<file path="config.mk">
export PLATFORM = sky130hd
export DESIGN_NAME = frame_counter
export DESIGN_NICKNAME = d
export VERILOG_FILES = /design/src/rtl/apu_pkg.sv /design/src/rtl/frame_counter.sv
export SDC_FILE = /design/constraint.sdc
export NUM_CORES = 1
export LEC_CHECK = 0
export ABC_AREA = 0
export CORE_AREA = 2 2 66 68
export DETAILED_ROUTE_END_ITERATION = 8
export DIE_AREA = 0 0 68 70
export MAX_ROUTING_LAYER = met4
export PLACE_DENSITY = 0.46
export SETUP_SLACK_MARGIN = 0.5
export SYNTH_ARGS = -nofsm -noshare
export SYNTH_HDL_FRONTEND = slang
export SYNTH_SLANG_ARGS = --single-unit
</file>
<file path="constraint.sdc">
create_clock -name clk -period 1.9 [get_ports clk]
set_clock_uncertainty 0.05 [all_clocks]
set_input_delay 0.38 -clock clk [delete_from_list [all_inputs] [get_ports clk]]
set_output_delay 0.38 -clock clk [all_outputs]
set_load 0.01 [all_outputs]
</file>
<file path="src/rtl/apu_pkg.sv">
// Shared APU definitions: frame counter width, default step counts and sequencer mode encoding.
package apu_pkg;

  localparam int unsigned CNT_W = 16;

  localparam int unsigned STEP1_DEF = 7457;
  localparam int unsigned STEP2_DEF = 14913;
  localparam int unsigned STEP3_DEF = 22371;
  localparam int unsigned STEP4_DEF = 29829;
  localparam int unsigned STEP5_DEF = 37281;

  typedef logic [CNT_W-1:0] frame_cnt_t;

  typedef enum logic {
    MODE_4STEP = 1'b0,
    MODE_5STEP = 1'b1
  } frame_mode_e;

  // Count at which the current sequence wraps back to zero.
  function automatic frame_cnt_t last_step(frame_mode_e mode, frame_cnt_t s4, frame_cnt_t s5);
    return (mode == MODE_5STEP) ? s5 : s4;
  endfunction

endpackage

</file>
<file path="src/rtl/frame_counter.sv">
// APU frame sequencer: free-running step counter with a registered step decoder.
// Frame IRQ logic is built only when FRAME_IRQ_EN is defined; otherwise irq is tied low.
module frame_counter
  import apu_pkg::*;
#(
  parameter int unsigned STEP1 = STEP1_DEF,
  parameter int unsigned STEP2 = STEP2_DEF,
  parameter int unsigned STEP3 = STEP3_DEF,
  parameter int unsigned STEP4 = STEP4_DEF,
  parameter int unsigned STEP5 = STEP5_DEF
) (
  input  logic       clk,
  input  logic       rst,
  input  logic       wr_4017,
  input  logic [7:0] wr_data,
  input  logic       rd_4015,
  output logic       quarter_frame,
  output logic       half_frame,
  output logic       irq
);

  localparam frame_cnt_t S1 = frame_cnt_t'(STEP1);
  localparam frame_cnt_t S2 = frame_cnt_t'(STEP2);
  localparam frame_cnt_t S3 = frame_cnt_t'(STEP3);
  localparam frame_cnt_t S4 = frame_cnt_t'(STEP4);
  localparam frame_cnt_t S5 = frame_cnt_t'(STEP5);

  frame_cnt_t  cnt_q, cnt_d;
  frame_cnt_t  last;
  frame_mode_e mode_q;
  logic        quarter_q, half_q;
  logic        hit_last, hit_quarter, hit_half;

  always_comb begin
    last        = last_step(mode_q, S4, S5);
    hit_last    = (cnt_q == last);
    hit_quarter = (cnt_q == S1) || (cnt_q == S2) || (cnt_q == S3) || hit_last;
    hit_half    = (cnt_q == S2) || hit_last;
    cnt_d       = hit_last ? '0 : cnt_q + frame_cnt_t'(1);
  end

  // A write restarts the sequence and masks any step match on the same cycle;
  // entering 5-step mode fires an immediate quarter+half clock.
  always_ff @(posedge clk) begin
    if (rst) begin
      cnt_q     <= '0;
      mode_q    <= MODE_4STEP;
      quarter_q <= 1'b0;
      half_q    <= 1'b0;
    end else if (wr_4017) begin
      cnt_q     <= '0;
      mode_q    <= frame_mode_e'(wr_data[7]);
      quarter_q <= wr_data[7];
      half_q    <= wr_data[7];
    end else begin
      cnt_q     <= cnt_d;
      quarter_q <= hit_quarter;
      half_q    <= hit_half;
    end
  end

  assign quarter_frame = quarter_q;
  assign half_frame    = half_q;

`ifdef FRAME_IRQ_EN
  localparam frame_cnt_t S4M1 = frame_cnt_t'(STEP4 - 1);

  logic       inhibit_q, irq_q, wrap_q;
  logic       irq_set;
  logic [5:0] unused_data;

  assign unused_data = wr_data[5:0];

  // The flag is raised over the last two counts of a 4-step frame and the first
  // count after a natural wrap, so a status read landing in that window cannot lose it.
  always_comb begin
    irq_set = (mode_q == MODE_4STEP) && !inhibit_q &&
              ((cnt_q == S4M1) || (cnt_q == S4) || wrap_q);
  end

  always_ff @(posedge clk) begin
    if (rst) begin
      inhibit_q <= 1'b0;
      irq_q     <= 1'b0;
      wrap_q    <= 1'b0;
    end else if (wr_4017) begin
      inhibit_q <= wr_data[6];
      irq_q     <= irq_q && !rd_4015 && !wr_data[6];
      wrap_q    <= 1'b0;
    end else begin
      irq_q     <= irq_set || (irq_q && !rd_4015);
      wrap_q    <= (mode_q == MODE_4STEP) && (cnt_q == S4);
    end
  end

  assign irq = irq_q;
`else
  logic unused_irq_in;

  assign unused_irq_in = ^{rd_4015, wr_data[6:0]};
  assign irq           = 1'b0;
`endif

endmodule

</file>
==> results.txt <==
The run finished with clean final reports. The arrival time at the worst endpoint came out at 1.73 ns. In this run the remaining antenna-violating nets after routing total 0. The gate count after technology mapping came out at 109. STA classifies the critical path endpoint as a flop. TritonCTS built the clock tree. The floorplan core area came out at 0.00414 mm2. The cell area that synthesis handed to floorplanning was 940 um2. The number of optimization iterations in the first detailed-route pass came out at 4. The final RePlAce weighted congestion came out at 0.746. Ranked by total cell area, the synthesized netlist is headed by sky130_fd_sc_hd__dfxtp_1 (40%), sky130_fd_sc_hd__nor2_1 (9.2%), sky130_fd_sc_hd__xor2_1 (7.5%), sky130_fd_sc_hd__xnor2_1 (5.6%), sky130_fd_sc_hd__nand3_1 (4.3%). For the worst setup path, the data required time is 2.05 ns.

The biggest area consumer among synthesized cells is sky130_fd_sc_hd__dfxtp_1. Compared with the post-synthesis result, the final layout area differs by 40.1%. The number of antenna diodes in the final layout is 0. The library cell contributing the largest single delay on the critical path is sky130_fd_sc_hd__or3_4.

The y dimension of the die came out at 70 um. The H-tree depth came out at 1. Of the available clock period, the critical path in the final layout requires 0.830.

The worst voltage drop across the vdd grid is 212 uV. The number of DRC markers in iteration 0 is 29. Summed over all layers, the global routing overflow is 0.

The async set-reset flop share out of synthesis is 0. The tree is rooted in a sky130_fd_sc_hd__clkbuf_8. Derived from the worst setup path, the maximum achievable clock frequency is 0.634 GHz.

The worst hold path was traced through 2 stages. 15 I/O pins were placed. The wire length reported by the detailed router is 2120 um. In this run the critical register-to-register path is launched from cnt_q[8]. The average detailed-routed wire length per instance came out at 12.2 um. The global-route wire length before repair is 3590 um. In the final timing run, aggregate negative setup slack is 0 ns.

The fraction of synthesized cell area taken by the top area cell type is 0.405. The placed instance area came out at 0.00105 mm2. The total power of the final layout came out at 0.755 mW.

Detailed routing inserted a total of 798 vias. The register-to-register path setup slack is 0.32 ns. The register area share after synthesis came out at 0.405. The CTS buffer count is 3. In the final design database the tool counted 136 nets.

For this run, the leading register cell type out of synthesis is sky130_fd_sc_hd__dfxtp_1. The finished cells cover 0.00132 mm2. The signal on the critical path passes through and3b_1 -> o2111ai_2 -> a21oi_2 -> or3_4 -> buf_16 -> nor2_1. The initial core utilization came out at 0.227.

The path depth of the worst reg2reg path came out at 6. The number of hold violations in the final report came out at 0. The number of pins with negative max-slew slack in the final report is 0. Max-cap violations in this run came to 0. The clock-pin slew on the worst setup and hold paths is 0.08 ns.

The number of warning messages in the yosys log is 0. The floorplan has 24 rows. In this run, post-CTS hold repair placed 0 buffers. Each instance of the synthesized netlist takes up on average 8.62 um2. The synthesized netlist net count came out at 123.

Setup violations remaining at the end of the flow were counted as 0. The clock net sink count is 19. The worst hold path startpoint is cnt_q[12].

The worst register-to-register path ends at cnt_q[12]. The largest net degree at the start of global routing came out at 13. The buffer depth of the longest clock path is 2. The critical path's largest stage delay came out at 0.38 ns. The number of different library cells in the post-synthesis netlist came out at 33. The time the worst path needs with I/O delays and setup came out at 1.58 ns.

The count of flip-flops with a built-in enable after synthesis is 0. The vias per cell is 4.61. The number of antenna violations at the first check in global routing came out at 0.

Setup repair after global routing could not meet its margin everywhere. The commonest cells after synthesis are sky130_fd_sc_hd__nor2_1 (23), sky130_fd_sc_hd__dfxtp_1 (19), sky130_fd_sc_hd__nand3_1 (8), sky130_fd_sc_hd__xor2_1 (8). The worst setup path is of the reg -> reg kind. Measured on the finished design, the core utilization comes to 0.318. The leakage power figure came out at 0.423 nW.

The quantity of I/O buffers inserted on ports is 5. The largest driver fanout on the critical path came out at 8. The synthesized flop and latch total came out at 19. The sum of net half-perimeters after detailed placement came out at 1310 um. The tightest min-delay check is of the reg -> reg type. The via count of the first global-routing pass is 772. The total global-route track usage came out at 0.102. In the routed design, unresolved DRC markers number 0.

Clock latency on the worst-skew pair, taken at its later pin, is 0.26 ns. The die is 68 um wide. For hold timing, the worst endpoint is cnt_q[12].

The fraction of final layout cells sized beyond drive strength 1 came out at 0.397. The worst setup path is launched from a flop. sky130_fd_sc_hd__nor2_1 is the most common cell in the netlist. Power spread over the standard cell area amounts to 574 mW/mm2.

The floorplan die area came out at 0.00476 mm2.
-- metrics by stage --
stage	setup WS (ns)	cells	hold WS [ns]
detailed placement	0.222	161	0.448
global placement	0.202	161	0.444
finish	0.323	173	0.490
global route	0.239	173	0.530
floorplan	0.335	109	0.402
CTS	0.329	172	0.497
-- placed cells by master (no fill, tap or decap), types with 2 or more instances in the layout --
master | synthesis | routed
sky130_fd_sc_hd__nor2_1 | 23 | 17
sky130_fd_sc_hd__xor2_1 | 8 | 8
sky130_fd_sc_hd__dfxtp_2 | 0 | 8
sky130_fd_sc_hd__nand3_1 | 8 | 7
sky130_fd_sc_hd__dfxtp_4 | 0 | 7
sky130_fd_sc_hd__nand4_1 | 6 | 6
sky130_fd_sc_hd__xnor2_1 | 6 | 6
sky130_fd_sc_hd__buf_4 | 1 | 6
sky130_fd_sc_hd__nor2_2 | 0 | 5
sky130_fd_sc_hd__and3_1 | 4 | 4
sky130_fd_sc_hd__dfxtp_1 | 19 | 4
sky130_fd_sc_hd__clkbuf_8 | 0 | 3
sky130_fd_sc_hd__clkdlybuf4s50_1 | 0 | 3
sky130_fd_sc_hd__nor4bb_4 | 0 | 2
sky130_fd_sc_hd__nand2_1 | 2 | 2
sky130_fd_sc_hd__inv_1 | 3 | 2
sky130_fd_sc_hd__ha_4 | 0 | 2
sky130_fd_sc_hd__dlygate4sd2_1 | 0 | 2
-- power by group --
group | internal [mW] | switching, mW
Clock | 0.148 | 0.148
Combinational | 0.0348 | 0.0252
Sequential | 0.395 | 0.00438
-- sequential cells by signal, summed over array words and instances (netlist names) --
name,cells
cnt_q,16
mode_q,1
quarter_frame,1
half_frame,1
-- repair_timing --
action / in CTS / in global routing
endpoints found under the setup margin: 20 / 18
gates resized for setup: 34 / 10
pin swaps: 15 / 7
gates cloned: 1 / 0
setup buffers: 6 / 1
-- worst max-delay path, delay by kind of cell, from the launching register on --
kind / cells / cell delay, ns
buffers and inverters: 1 / 0.16
and+or+nand+nor: 3 / 0.65
DFF: 1 / 0.37
AOI/OAI and AO/OA: 2 / 0.28
-- per-layer routing --
layer	track usage	routed length, um	vias up
met5	-	0	-
li1	-	-	399
met4	0.0600	59	0
met2	0.159	1070	15
met1	0.122	916	379
met3	0.0145	70	5
-- area by class of cell --
cell class | instances | area (um2)
Fill cell | 428 | 2830
Multi-Input combinational cell | 81 | 623
Tap cell | 52 | 65.1
Clock inverter | 1 | 7.51
Sequential cell | 19 | 417
Timing Repair Buffer | 14 | 151
Inverter | 3 | 11.3
Clock buffer | 3 | 41.3
-- worst max-delay path by stage --
stage / start / to / cells past startpoint
2_1_floorplan: cnt_q[1] / cnt_q[2] / 9
3_3_place_gp: cnt_q[13] / cnt_q[8] / 6
3_5_place_dp: wr_4017 / cnt_q[2] / 4
4_1_cts: cnt_q[0] / cnt_q[12] / 6
5_1_grt: cnt_q[8] / cnt_q[12] / 6
6_report: cnt_q[8] / cnt_q[12] / 6
-- cell families after synthesis --
group	count (synthesis)	synth area share
buf+inv	9	0.0573
flops	19	0.405
mux	1	0.0107
fa+ha+maj	2	0.0266
simple gates	57	0.324
xor+xnor	14	0.130
compound gates	6	0.0426
other cells	1	0.00399
Note: power is estimated with default switching activity, not from simulation.
